### src/rtl/av_io_arbiter.sv
// av_io_arbiter
//   Three-way round-robin arbiter (CPU, copper, DMA) in front of a single
//   Wishbone-style I/O bridge port, with bus timeout and optional cycle lock.
//
// Ports
//   clk_i, rst_i            clock, asynchronous active-low reset
//   s_cyc_i/s_stb_i/s_we_i  per-requester cycle, strobe, write enable (bit n = requester n)
//   s_sel_i, s_adr_i, s_dat_i  packed per-requester byte selects, address, write data
//   s_ack_o, s_err_o        per-requester acknowledge / timeout error
//   s_dat_o                 shared read data, qualified by s_ack_o
//   m_*                     master port toward the I/O bridge
//   gnt_o                   one-hot current grant, 000 when idle
module av_io_arbiter #(
  parameter int unsigned TO_CYCLES = 255,
  parameter bit          LOCK_EN   = 1'b1
) (
  input  logic        clk_i,
  input  logic        rst_i,
  input  logic [2:0]  s_cyc_i,
  input  logic [2:0]  s_stb_i,
  input  logic [2:0]  s_we_i,
  input  logic [11:0] s_sel_i,
  input  logic [95:0] s_adr_i,
  input  logic [95:0] s_dat_i,
  output logic [2:0]  s_ack_o,
  output logic [2:0]  s_err_o,
  output logic [31:0] s_dat_o,
  output logic        m_cyc_o,
  output logic        m_stb_o,
  output logic        m_we_o,
  output logic [3:0]  m_sel_o,
  output logic [31:0] m_adr_o,
  output logic [31:0] m_dat_o,
  input  logic        m_ack_i,
  input  logic        m_stall_i,
  input  logic [31:0] m_dat_i,
  output logic [2:0]  gnt_o
);

  typedef enum logic [2:0] {IDLE, ISSUE, WAIT_ACK, WAIT_NACK, ERR} state_e;

  localparam logic [9:0] TO_LAST = 10'(TO_CYCLES - 1);

  state_e      state_q, state_d;
  logic [1:0]  ptr_q, ptr_d;
  logic [1:0]  gidx_q, gidx_d;
  logic [9:0]  cnt_q, cnt_d;
  logic [2:0]  gnt_q, gnt_d;
  logic [2:0]  ack_q, ack_d;
  logic [2:0]  err_q, err_d;
  logic [31:0] sdat_q, sdat_d;
  logic        mcyc_q, mcyc_d;
  logic        mstb_q, mstb_d;
  logic        mwe_q, mwe_d;
  logic [3:0]  msel_q, msel_d;
  logic [31:0] madr_q, madr_d;
  logic [31:0] mdat_q, mdat_d;

  logic [2:0]  req;
  logic        win_vld;
  logic [1:0]  win_idx;
  logic [1:0]  cand;
  logic        g_cyc, g_stb, g_we;
  logic [3:0]  g_sel;
  logic [31:0] g_adr, g_dat;
  logic [2:0]  g_hot;
  logic        clr_m;

  assign req   = s_cyc_i & s_stb_i;
  assign g_cyc = s_cyc_i[gidx_q];
  assign g_stb = s_stb_i[gidx_q];
  assign g_we  = s_we_i[gidx_q];
  assign g_sel = s_sel_i[{gidx_q, 2'b00} +: 4];
  assign g_adr = s_adr_i[{gidx_q, 5'b00000} +: 32];
  assign g_dat = s_dat_i[{gidx_q, 5'b00000} +: 32];
  assign g_hot = 3'b001 << gidx_q;

  // Search starts one past the last winner, so the last winner ranks lowest.
  always_comb begin
    win_vld = 1'b0;
    win_idx = ptr_q;
    cand    = '0;
    for (int unsigned k = 1; k <= 3; k++) begin
      cand = 2'((32'(ptr_q) + k) % 3);
      if (!win_vld && req[cand]) begin
        win_vld = 1'b1;
        win_idx = cand;
      end
    end
  end

  always_comb begin
    state_d = state_q;
    ptr_d   = ptr_q;
    gidx_d  = gidx_q;
    cnt_d   = cnt_q;
    gnt_d   = gnt_q;
    ack_d   = ack_q;
    err_d   = err_q;
    sdat_d  = sdat_q;
    mcyc_d  = mcyc_q;
    mstb_d  = mstb_q;
    mwe_d   = mwe_q;
    msel_d  = msel_q;
    madr_d  = madr_q;
    mdat_d  = mdat_q;
    clr_m   = 1'b0;

    case (state_q)
      IDLE: begin
        if (win_vld && !m_stall_i && !m_ack_i) begin
          gidx_d  = win_idx;
          ptr_d   = win_idx;
          gnt_d   = 3'b001 << win_idx;
          state_d = ISSUE;
        end
      end
      // Also the re-entry point for a locked requester: waits for its next strobe.
      ISSUE: begin
        if (!g_cyc) begin
          gnt_d   = '0;
          state_d = IDLE;
        end else if (g_stb) begin
          mcyc_d  = 1'b1;
          mstb_d  = 1'b1;
          mwe_d   = g_we;
          msel_d  = g_sel;
          madr_d  = g_adr;
          mdat_d  = g_dat;
          cnt_d   = '0;
          state_d = WAIT_ACK;
        end
      end
      // Abort outranks a same-cycle ack so a vanished requester never sees one.
      WAIT_ACK: begin
        if (!g_cyc) begin
          clr_m   = 1'b1;
          gnt_d   = '0;
          state_d = IDLE;
        end else if (m_ack_i) begin
          clr_m   = 1'b1;
          sdat_d  = mwe_q ? '0 : m_dat_i;
          ack_d   = g_hot;
          state_d = WAIT_NACK;
        end else if (cnt_q == TO_LAST) begin
          clr_m   = 1'b1;
          err_d   = g_hot;
          state_d = ERR;
        end else begin
          cnt_d = (cnt_q == '1) ? cnt_q : cnt_q + 10'd1;
        end
      end
      WAIT_NACK: begin
        if (!g_stb) begin
          ack_d  = '0;
          sdat_d = '0;
          if (LOCK_EN && g_cyc) begin
            state_d = ISSUE;
          end else begin
            gnt_d   = '0;
            state_d = IDLE;
          end
        end
      end
      ERR: begin
        if (!g_stb) begin
          err_d   = '0;
          gnt_d   = '0;
          state_d = IDLE;
        end
      end
      default: state_d = IDLE;
    endcase

    if (clr_m) begin
      mcyc_d = 1'b0;
      mstb_d = 1'b0;
      mwe_d  = 1'b0;
      msel_d = '0;
      madr_d = '0;
      mdat_d = '0;
    end
  end

  always_ff @(posedge clk_i or negedge rst_i) begin
    if (!rst_i) begin
      state_q <= IDLE;
      ptr_q   <= 2'd2;
      gidx_q  <= '0;
      cnt_q   <= '0;
      gnt_q   <= '0;
      ack_q   <= '0;
      err_q   <= '0;
      sdat_q  <= '0;
      mcyc_q  <= 1'b0;
      mstb_q  <= 1'b0;
      mwe_q   <= 1'b0;
      msel_q  <= '0;
      madr_q  <= '0;
      mdat_q  <= '0;
    end else begin
      state_q <= state_d;
      ptr_q   <= ptr_d;
      gidx_q  <= gidx_d;
      cnt_q   <= cnt_d;
      gnt_q   <= gnt_d;
      ack_q   <= ack_d;
      err_q   <= err_d;
      sdat_q  <= sdat_d;
      mcyc_q  <= mcyc_d;
      mstb_q  <= mstb_d;
      mwe_q   <= mwe_d;
      msel_q  <= msel_d;
      madr_q  <= madr_d;
      mdat_q  <= mdat_d;
    end
  end

  assign gnt_o   = gnt_q;
  assign s_ack_o = ack_q;
  assign s_err_o = err_q;
  assign s_dat_o = sdat_q;
  assign m_cyc_o = mcyc_q;
  assign m_stb_o = mstb_q;
  assign m_we_o  = mwe_q;
  assign m_sel_o = msel_q;
  assign m_adr_o = madr_q;
  assign m_dat_o = mdat_q;

endmodule

### config.mk
export PLATFORM = sky130hd
export DESIGN_NAME = av_io_arbiter
export DESIGN_NICKNAME = d
export VERILOG_FILES = /design/src/rtl/av_io_arbiter.sv
export SDC_FILE = /design/constraint.sdc
export NUM_CORES = 1
export LEC_CHECK = 0
export BUFFER_PORTS_ARGS = -buffer_cell sky130_fd_sc_hd__buf_2
export CAP_MARGIN = 20
export CORE_AREA = 5 5 137 139
export CTS_BUF_LIST = sky130_fd_sc_hd__clkbuf_16
export CTS_CLUSTER_DIAMETER = 80
export DETAILED_ROUTE_END_ITERATION = 16
export DIE_AREA = 0 0 142 144
export PLACE_DENSITY = 0.74
export SLEW_MARGIN = 20
export SYNTH_ARGS = -nofsm -noshare
export SYNTH_HDL_FRONTEND = slang
export SYNTH_SLANG_ARGS = --single-unit
### constraint.sdc
create_clock -name clk_i -period 3.2 [get_ports clk_i]
set_clock_uncertainty 0.05 [all_clocks]
set_input_delay 0.32 -clock clk_i [delete_from_list [all_inputs] [get_ports clk_i]]
set_output_delay 0.32 -clock clk_i [all_outputs]
set_load 0.01 [all_outputs]
==> results.sh, run 1 <==
export IMPL_vdd_ir_drop_worst_uv=461
export IMPL_fp_dieW_um=142
export IMPL_grt_pass1_vias=6873
export IMPL_dr_pass1_iters=5
export IMPL_die_area_sq_mm=0.0204
export IMPL_die_h_um=144
export IMPL_cts_buffer_depth=2
export IMPL_post_route_period_util_pct=79.1
export IMPL_highest_layer="met5"
export IMPL_dp_hpwl_mm=17.1
export IMPL_grt_max_degree=93
export IMPL_rsz0062_at_grt="no"
export IMPL_final_cells=1369
export IMPL_clk_latency_ps=410
export IMPL_rows=49
export IMPL_post_route_min_period_ps=2530
export IMPL_cts_tree="done"
export IMPL_async_reset_ff_share_pct=100
export IMPL_viasPerCell=5.17
export IMPL_synth_distinct_cells=51
export IMPL_mappedNetlistNets=1049
export IMPL_startpoint_type="register"
export IMPL_place_area_sq_mm=0.00913
export IMPL_wl_met1_mm=9.31
export IMPL_drv_cap=0
export IMPL_place_gp_congestion=0.904
export IMPL_routed_wl_met3_mm=1.87
export IMPL_ant_nets=0
export IMPL_hold_viol=0
export IMPL_arrival_ps=2770
export IMPL_max_stage_delay_ps=710
export IMPL_finalSetupViolations=0
export IMPL_path_clk_slew_ps=70
export IMPL_syn_area_sq_mm=0.00716
export IMPL_synthTopCellsByCount="nor2_1 (151), dfrtp_1 (126), mux2i_1 (104), a21oi_1 (81), a211oi_1 (71)"
export IMPL_synth_edff_count=0
export IMPL_required_ps=3440
export IMPL_place_ws_ps=676
export IMPL_pwr_share_comb_pct=48.8
export IMPL_yosysTopAreaCell="dfrtp_1"
export IMPL_p_per_area_mw_per_mm2=918
export IMPL_design_area_sq_mm=0.00971
export IMPL_power_share_clock_pct=20.8
export IMPL_yosys_warnings=0
export IMPL_core_sq_mm=0.0175
export IMPL_p_sw_share_pct=42.2
export IMPL_globalRouteOverflowTotal=0
export IMPL_fmax_mhz=395
export IMPL_antenna_found_initial=3
export IMPL_synth_ff_type="dfrtp_1"
export IMPL_setup_slack_ps=668
export IMPL_h_tree_depth=4
export IMPL_outcome="complete, no violations"
export IMPL_intPower_mw=5.15
export IMPL_synth_yosys_seq_area_share_pct=44.4
export IMPL_areaGrowthSynthToFinish_pct=35.7
export IMPL_yosysTopAreaCellShare_pct=44.1
export IMPL_crit_chain="mux2i_1, o21ai_1, nand3b_1, a211o_2, mux2_2"
export IMPL_cts_setup_buffers=0
export IMPL_drive_above_1_share_pct=37.1
export IMPL_slew_viol_final=0
export IMPL_finalSetupTns_ps=0
export IMPL_wl_mm=22.5
export IMPL_synth_most_common_cell="nor2_1"
export IMPL_dp_cells=1335
export IMPL_io_pin_count=361
export IMPL_cts_buffers=17
export IMPL_cts_sinks=127
export IMPL_worst_setup_path_end_kind="register"
export IMPL_crit_type="register to register"
export IMPL_grt_pass1_wl_mm=34.8
export IMPL_avgSynthCellArea_sq_um=9.01
export IMPL_numPortBuffers=360
export IMPL_grt_usage_pct=21.2
export IMPL_ctsRootBufferMaster="clkbuf_16"
export IMPL_drt_iter0_markers=217
export IMPL_wl_per_cell_um=16.5
export IMPL_route_detailed_drc=0
export IMPL_slowest_stage="a211o_2"
export IMPL_wl_met2_mm=10.8
export IMPL_slew_headroom_pct=36.4
export IMPL_power_frac_seq_pct=30.4
export IMPL_start_util_pct=40.8
export IMPL_synthCells=794
export IMPL_synth_seq_cells=127
export IMPL_synth_area_leaders="dfrtp_1 (44%), mux2i_1 (15%), nor2_1 (7.9%), a211oi_1 (7.4%), a21oi_1 (5.7%)"
export IMPL_p_switching_mw=3.76
export IMPL_num_vias=7078
export IMPL_hp_class="primary input to register"
export IMPL_worst_pin_slew_ps=955
export IMPL_leakage_nw=5.05
export IMPL_power_total_mw=8.91
export IMPL_worstPathMaxFanout=35
export IMPL_layout_nets=1381
==> metal layers <==
metal  GRT usage [%]  up-vias
li1                -     3474
met1            26.9     3264
met2            34.9      292
met3            5.82       44
met4            7.88        4
met5               0        -
==> worst max-delay path, delay by kind of cell, from the launching register on <==
family / cells / cell delay, ps
AND/OR/NAND/NOR: 1 / 120
flip-flops: 1 / 540
multiplexers: 2 / 590
AO/OA/AOI/OAI: 2 / 1100
==> final timing paths <==
check / start / end / slack [ps] / cells past startpoint
max reg2reg: ptr_q[0]$_DFFE_PN0P_ / s_ack_o[0]$_DFFE_PN0P_ / 670 / 5
max: ptr_q[0]$_DFFE_PN0P_ / s_ack_o[0]$_DFFE_PN0P_ / 670 / 5
min: m_dat_i[14] / s_dat_o[14]$_DFFE_PN0P_ / 90 / 3
min in group asynchronous: rst_i / ptr_q[0]$_DFFE_PN0P_ / 460 / 2
min reg2reg: s_ack_o[0]$_DFFE_PN0P_ / s_ack_o[0]$_DFFE_PN0P_ / 450 / 1
max in group asynchronous: rst_i / s_dat_o[31]$_DFFE_PN0P_ / 1900 / 3
==> per-stage QoR <==
| step | hold WS, ps | utilization (%) |
|---|---|---|
| global route | 72.9 | 55.4 |
| global placement | 364 | 52.1 |
| detailed placement | 361 | 52.1 |
| CTS | 68.6 | 55.4 |
| finish | 89.5 | 55.4 |
| floorplan | -25.6 | - |
==> power by group through the flow <==
| stage | registers [mW] | clock network, mW | logic [mW] |
|---|---|---|---|
| after floorplan | 2.97 | 0 | 2.62 |
| after global placement | 2.71 | 0 | 4.29 |
| after detailed placement | 2.72 | 0 | 4.39 |
| after CTS | 2.71 | 1.89 | 4.39 |
| after global routing | 2.80 | 1.96 | 4.83 |
| final | 2.71 | 1.85 | 4.35 |
==> cells by family (layout without fill, tap and decap cells) <==
logic type	Yosys count	after routing	share of synthesized area, %
AOI/OAI and AO/OA	198	198	17.9
adders and majority gates	6	6	1.05
buffers and inverters	106	451	6.09
DFF	127	127	44.4
muxes	111	111	15.6
other	0	1	0
and+or+nand+nor	246	246	14.9
==> layout by cell type, fill, tap and decap left out, drive strengths merged, types with 2 or more instances in the layout <==
| cell type | instances |
|---|---|
| a211o | 3 |
| a211oi | 71 |
| a21boi | 2 |
| a21oi | 81 |
| and3 | 3 |
| and4b | 2 |
| buf | 374 |
| clkbuf | 17 |
| clkinv | 2 |
| clkinvlp | 3 |
| dfrtp | 126 |
| ha | 6 |
| inv | 54 |
| mux2 | 7 |
| mux2i | 104 |
| nand2 | 46 |
| nand3 | 7 |
| nand3b | 2 |
| nand4 | 2 |
| nor2 | 151 |
| nor3 | 7 |
| nor3b | 2 |
| nor4bb | 2 |
| o2111ai | 2 |
| o21ai | 14 |
| o21bai | 4 |
| o31ai | 6 |
| o32ai | 3 |
| or3 | 9 |
| or4 | 6 |
==> flip-flops by register name, summed over array words and instances, names as in the netlist, 2 cells and up <==
name,flops
s_err_o,3
m_sel_o,4
state_q,3
ptr_q,2
m_dat_o,32
gnt_o,3
s_dat_o,32
s_ack_o,3
m_adr_o,32
cnt_q,10
==> what timing repair did <==
action | in CTS | in global routing
endpoints found under the hold margin | 73 | 0
hold buffers | 1 | 0
gates resized for setup | 0 | 0
==> cell type report <==
type	instances	area, sq um
Inverter	44	165
Sequential cell	127	3180
Tap cell	229	287
Antenna cell	1	2.50
Clock buffer	17	425
Fill cell	1634	7820
Clock inverter	15	140
Timing Repair Buffer	375	1950
Multi-Input combinational cell	561	3560
No activity file was read; power rests on OpenSTA's default activity.
==> run 2, diff against run 1 <==
ABC_AREA = 1   (was unset)
CORE_AREA = 5 5 136 138   (was 5 5 137 139)
DIE_AREA = 0 0 141 143   (was 0 0 142 144)
PLACE_DENSITY = 0.73   (was 0.74)
clock period = 2.5 ns   (was 3.2 ns; I/O delays follow)
==> results.sh, run 2 <==
export IMPL_synth_seq_cells=127
export IMPL_arrival_ps=2480
export IMPL_holdPathStages=3
export IMPL_crit_type="register to register"
export IMPL_synth_area_leaders="dfrtp_1 (46%), o211a_1 (9.7%), nand3_1 (9.6%), nand2_1 (9.1%), a22oi_1 (7.3%)"
export IMPL_finalSetupViolations=0
export IMPL_areaGrowthSynthToFinish_pct=38.9
export IMPL_yosysTopAreaCell="dfrtp_1"
export IMPL_cts_buffers=17
export IMPL_fill_cells=1576
export IMPL_dp_cells=1355
export IMPL_outcome="complete, no violations"
export IMPL_yosysTopAreaCellShare_pct=46.2
export IMPL_cts_tree="done"
export IMPL_globalRouteOverflowTotal=0
export IMPL_p_per_area_mw_per_mm2=1180
export IMPL_synth_distinct_cells=29
export IMPL_yosys_warnings=0
export IMPL_num_antenna_cells=0
export IMPL_h_tree_depth=4
export IMPL_dr_pass1_iters=6
export IMPL_hold_viol=0
export IMPL_wl_per_cell_um=17.1
export IMPL_start_util_pct=40.0
export IMPL_startpoint_type="register"
export IMPL_ant_nets=0
export IMPL_cts_sinks=127
export IMPL_die_h_um=143
export IMPL_grt_pass1_wl_mm=36.5
export IMPL_drv_cap=0
export IMPL_mappedNetlistNets=1056
export IMPL_num_vias=7291
export IMPL_rrSetupSlack_ps=310
export IMPL_place_area_sq_mm=0.00892
export IMPL_drt_iter0_markers=364
export IMPL_die_area_sq_mm=0.0202
export IMPL_syn_area_sq_mm=0.00683
export IMPL_required_ps=2790
export IMPL_slew_viol_final=0
export IMPL_final_common_cell="buf_2"
export IMPL_hp_class="primary input to register"
export IMPL_synth_ff_type="dfrtp_1"
export IMPL_rows=48
export IMPL_dp_hpwl_mm=18.4
export IMPL_numPortBuffers=360
export IMPL_final_cell_mix="buf_2 (359), nand2_1 (165), nand3_1 (131), dfrtp_1 (126), a22oi_1 (66)"
export IMPL_synthTopCellsByCount="nand2_1 (165), nand3_1 (131), dfrtp_1 (126), a22oi_1 (66), o211a_1 (66)"
export IMPL_r2r_end="ptr_q[1]$_DFFE_PN1P_"
export IMPL_grt_max_degree=57
export IMPL_leakage_nw=5.17
export IMPL_wl_mm=23.7
export IMPL_hold_start="m_dat_i[16]"
export IMPL_worstHoldEndpoint="s_dat_o[16]$_DFFE_PN0P_"
export IMPL_core_sq_mm=0.0171
export IMPL_async_reset_ff_share_pct=100
export IMPL_place_gp_congestion=0.914
export IMPL_synthCells=801
export IMPL_cts_buffer_depth=2
export IMPL_clk_latency_ps=420
export IMPL_synth_yosys_seq_area_share_pct=46.6
export IMPL_synth_most_common_cell="nand2_1"
export IMPL_fmax_mhz=456
export IMPL_ctsRootBufferMaster="clkbuf_16"
export IMPL_avgSynthCellArea_sq_um=8.52
export IMPL_route_detailed_drc=0
export IMPL_io_pin_count=361
export IMPL_path_clk_slew_ps=60
export IMPL_worstPathMaxFanout=7
export IMPL_post_route_period_util_pct=87.8
export IMPL_regToRegStartpoint="ptr_q[1]$_DFFE_PN1P_"
export IMPL_fp_dieW_um=141
export IMPL_synth_edff_count=0
export IMPL_rr_worst_depth=11
export IMPL_grt_pass1_vias=6993
export IMPL_fin_hold_ws_ps=22.9
export IMPL_final_cells=1386
export IMPL_worst_pin_slew_ps=540
export IMPL_post_route_min_period_ps=2190
export IMPL_slew_headroom_pct=63.9
export IMPL_finalSetupTns_ps=0
export IMPL_layout_nets=1405
export IMPL_worst_setup_path_end_kind="register"
export IMPL_design_area_sq_mm=0.00949
export IMPL_drive_above_1_share_pct=36.9
export IMPL_vdd_ir_drop_worst_uv=527
export IMPL_grt_usage_pct=22.9
export IMPL_rsz0062_at_grt="no"
export IMPL_viasPerCell=5.26
export IMPL_antenna_found_initial=1
run 2: cell count changes after synthesis, sizes merged, moves of 66 or more:
cell / change
a211oi: -71
a21oi: -74
mux2i: -104
nand2: +121
nand3: +128
nor2: -120
o211a: +66
run 2: worst max path at each step:
stage | from | endpoint | depth (start not counted)
4_1_cts | ptr_q[1]$_DFFE_PN1P_ | ptr_q[1]$_DFFE_PN1P_ | 11
2_1_floorplan | ptr_q[1]$_DFFE_PN1P_ | ptr_q[1]$_DFFE_PN1P_ | 11
3_5_place_dp | ptr_q[1]$_DFFE_PN1P_ | gidx_q[1]$_DFFE_PN0P_ | 11
3_3_place_gp | ptr_q[1]$_DFFE_PN1P_ | gidx_q[1]$_DFFE_PN0P_ | 11
5_1_grt | ptr_q[1]$_DFFE_PN1P_ | ptr_q[1]$_DFFE_PN1P_ | 11
6_report | ptr_q[1]$_DFFE_PN1P_ | ptr_q[1]$_DFFE_PN1P_ | 11
run 2: stage by stage:
step	util (%)	setup WS, ps	total power, mW
after detailed placement	52.3	225	8.92
after global placement	52.3	333	8.80
after CTS	55.6	200	11.3
after floorplan	-	505	6.80
final	55.6	306	11.2
after global routing	55.6	68.2	12.1
run 2: repair_timing:
action	CTS	global route
buffers inserted	0	0
gates resized for setup	0	1
hold buffers	1	0
endpoints found under the setup margin	0	3
endpoints found under the hold margin	28	0
run 2: final cells by class:
cell class                      instances  area, sq um  area share [%]
Clock buffer                           17          425            4.48
Clock inverter                         13          126            1.33
Inverter                               70          264            2.78
Multi-Input combinational cell        549         3140            33.1
Sequential cell                       127         3180            33.5
Tap cell                              225          282            2.97
Timing Repair Buffer                  385         2070            21.8
run 2: critical path, stage by stage, from the launching register on:
cell,delay (ps)
dfstp_2,550
inv_1,80
ha_1,380
inv_1,140
nand3_1,90
nand3_1,90
nand2_1,70
nand3_1,100
nand2_1,90
nor2_2,210
nand3_1,170
o21ai_0,110
run 2: cell families after synthesis:
logic type	after synthesis	synth area share, %
simple gates	341	22.2
compound gates	194	21.6
flops	127	46.6
buf+inv	125	7.53
xor+xnor	8	1.03
fa+ha+maj	6	1.10
run 2: per-layer routing:
layer | vias up | wire length [um] | track usage, %
met4 | 2 | 617 | 8.57
met2 | 360 | 11400 | 37.0
li1 | 3488 | - | -
met3 | 50 | 2060 | 6.70
met5 | - | 19 | 0
met1 | 3391 | 9650 | 29.2
run 2: where the power goes:
| group | internal [mW] | leakage, nW | switching, mW | total (mW) |
|---|---|---|---|---|
| Sequential | 2.90 | 1.63 | 0.497 | 3.40 |
| Clock | 1.44 | 0.257 | 0.903 | 2.34 |
| Combinational | 2.20 | 3.29 | 3.26 | 5.46 |
| Total | 6.54 | 5.17 | 4.66 | 11.2 |
==> run 3, diff against run 2 <==
MAX_ROUTING_LAYER = met4   (was unset)
==> results.sh, run 3 (synthesis results as in run 2) <==
export IMPL_outcome="complete, no violations"
export IMPL_grt_usage_pct=23.8
export IMPL_slew_headroom_pct=49.1
export IMPL_worst_setup_path_end_kind="register"
export IMPL_cts_setup_buffers=0
export IMPL_start_util_pct=40.0
export IMPL_leakage_nw=5.18
export IMPL_finalSetupViolations=0
export IMPL_rsz0062_at_grt="no"
export IMPL_viasPerCell=5.26
export IMPL_dp_hpwl_mm=18.3
export IMPL_dr_pass1_iters=5
export IMPL_io_pin_count=361
export IMPL_final_cell_mix="buf_2 (359), nand2_1 (165), nand3_1 (131), dfrtp_1 (126), a22oi_1 (66)"
export IMPL_wl_mm=24.3
export IMPL_die_area_sq_mm=0.0202
export IMPL_cts_sinks=127
export IMPL_num_vias=7291
export IMPL_areaGrowthSynthToFinish_pct=39.0
export IMPL_startpoint_type="register"
export IMPL_core_sq_mm=0.0171
export IMPL_antenna_found_initial=2
export IMPL_ctsRootBufferMaster="clkbuf_16"
export IMPL_p_per_area_mw_per_mm2=1210
export IMPL_arrival_ps=2530
export IMPL_finalSetupTns_ps=0
export IMPL_cts_resized=0
export IMPL_globalRouteOverflowTotal=0
export IMPL_cts_buffers=17
export IMPL_grt_pass1_vias=7106
export IMPL_post_route_period_util_pct=89.9
export IMPL_drt_iter0_markers=471
export IMPL_final_common_cell="buf_2"
export IMPL_wl_per_cell_um=17.5
export IMPL_grt_max_degree=72
export IMPL_route_detailed_drc=0
export IMPL_die_h_um=143
export IMPL_worst_pin_slew_ps=763
export IMPL_worstPathMaxFanout=7
export IMPL_vdd_ir_drop_worst_uv=555
export IMPL_fp_dieW_um=141
export IMPL_layout_nets=1400
export IMPL_drive_above_1_share_pct=36.7
export IMPL_path_clk_slew_ps=60
export IMPL_clk_latency_ps=410
export IMPL_place_gp_congestion=0.937
export IMPL_numPortBuffers=360
export IMPL_design_area_sq_mm=0.00949
export IMPL_grt_pass1_wl_mm=36.8
export IMPL_hold_viol=0
export IMPL_ant_nets=0
export IMPL_cts_buffer_depth=2
export IMPL_post_route_min_period_ps=2250
export IMPL_power_total_mw=11.4
export IMPL_required_ps=2780
export IMPL_crit_type="register to register"
export IMPL_hold_buffers=1
export IMPL_drv_cap=0
export IMPL_place_area_sq_mm=0.00886
export IMPL_hp_class="primary input to register"
export IMPL_cts_tree="done"
export IMPL_slew_viol_final=0
export IMPL_fmax_mhz=445
export IMPL_rows=48
export IMPL_h_tree_depth=4
-- run 3: path summary, 6_finish.rpt --
check	start	to	slack, ps	depth (start not counted)
worst max register to register	ptr_q[1]$_DFFE_PN1P_	gidx_q[1]$_DFFE_PN0P_	250	11
min in group asynchronous	rst_i	m_adr_o[22]$_DFFE_PN0P_	270	2
worst max-delay path	ptr_q[1]$_DFFE_PN1P_	gidx_q[1]$_DFFE_PN0P_	250	11
worst min-delay path	m_dat_i[20]	s_dat_o[20]$_DFFE_PN0P_	20	3
worst min register to register	gnt_o[1]$_DFFE_PN0P_	gnt_o[1]$_DFFE_PN0P_	430	2
max in group asynchronous	rst_i	m_adr_o[7]$_DFFE_PN0P_	1370	3
-- run 3: where the power goes --
part / switching (mW) / leakage, nW / total (mW) / internal (mW)
Sequential: 0.507 / 1.63 / 3.41 / 2.90
Clock: 0.950 / 0.296 / 2.61 / 1.66
Combinational: 3.28 / 3.26 / 5.42 / 2.14
-- run 3: worst max-delay path, stage by stage (launching register included) --
cell and delay [ps]:
dfstp_2 550, inv_1 70, ha_1 380, inv_1 140, nand3_1 80, nand3_1 90
nand2_1 80, nand3_1 90, nand2_1 70, nor2_1 280, nand3_1 180, o21ai_0 110
-- run 3: layout make-up --
| type | count | area (sq um) |
|---|---|---|
| fill | 1568 | 7560 |
| tap | 225 | 282 |
| sequential | 127 | 3180 |
| clock buffer | 17 | 425 |
| antenna | 2 | 5.00 |
| timing repair buffer | 380 | 2010 |
| clock inverter | 15 | 194 |
| multi-input combinational | 549 | 3140 |
| inverter | 70 | 264 |
-- run 3: routing by layer --
layer,up-vias,global-route usage (%),part of all wire (%)
met5,-,-,0
met4,0,8.62,2.5
met3,49,6.13,7.5
met2,315,38.1,49
met1,3441,29.2,41
li1,3486,-,-
-- run 3: metrics by stage --
step                hold WS (ps)  instances  util, %  setup slack (ps)
global route                19.4       1385     55.7              7.72
detailed placement           177       1350     51.9               284
global placement             173       1350     51.9               343
floorplan                  -95.6        801        -               505
finish                      20.6       1385     55.7               252
CTS                         2.14       1383     55.6               253
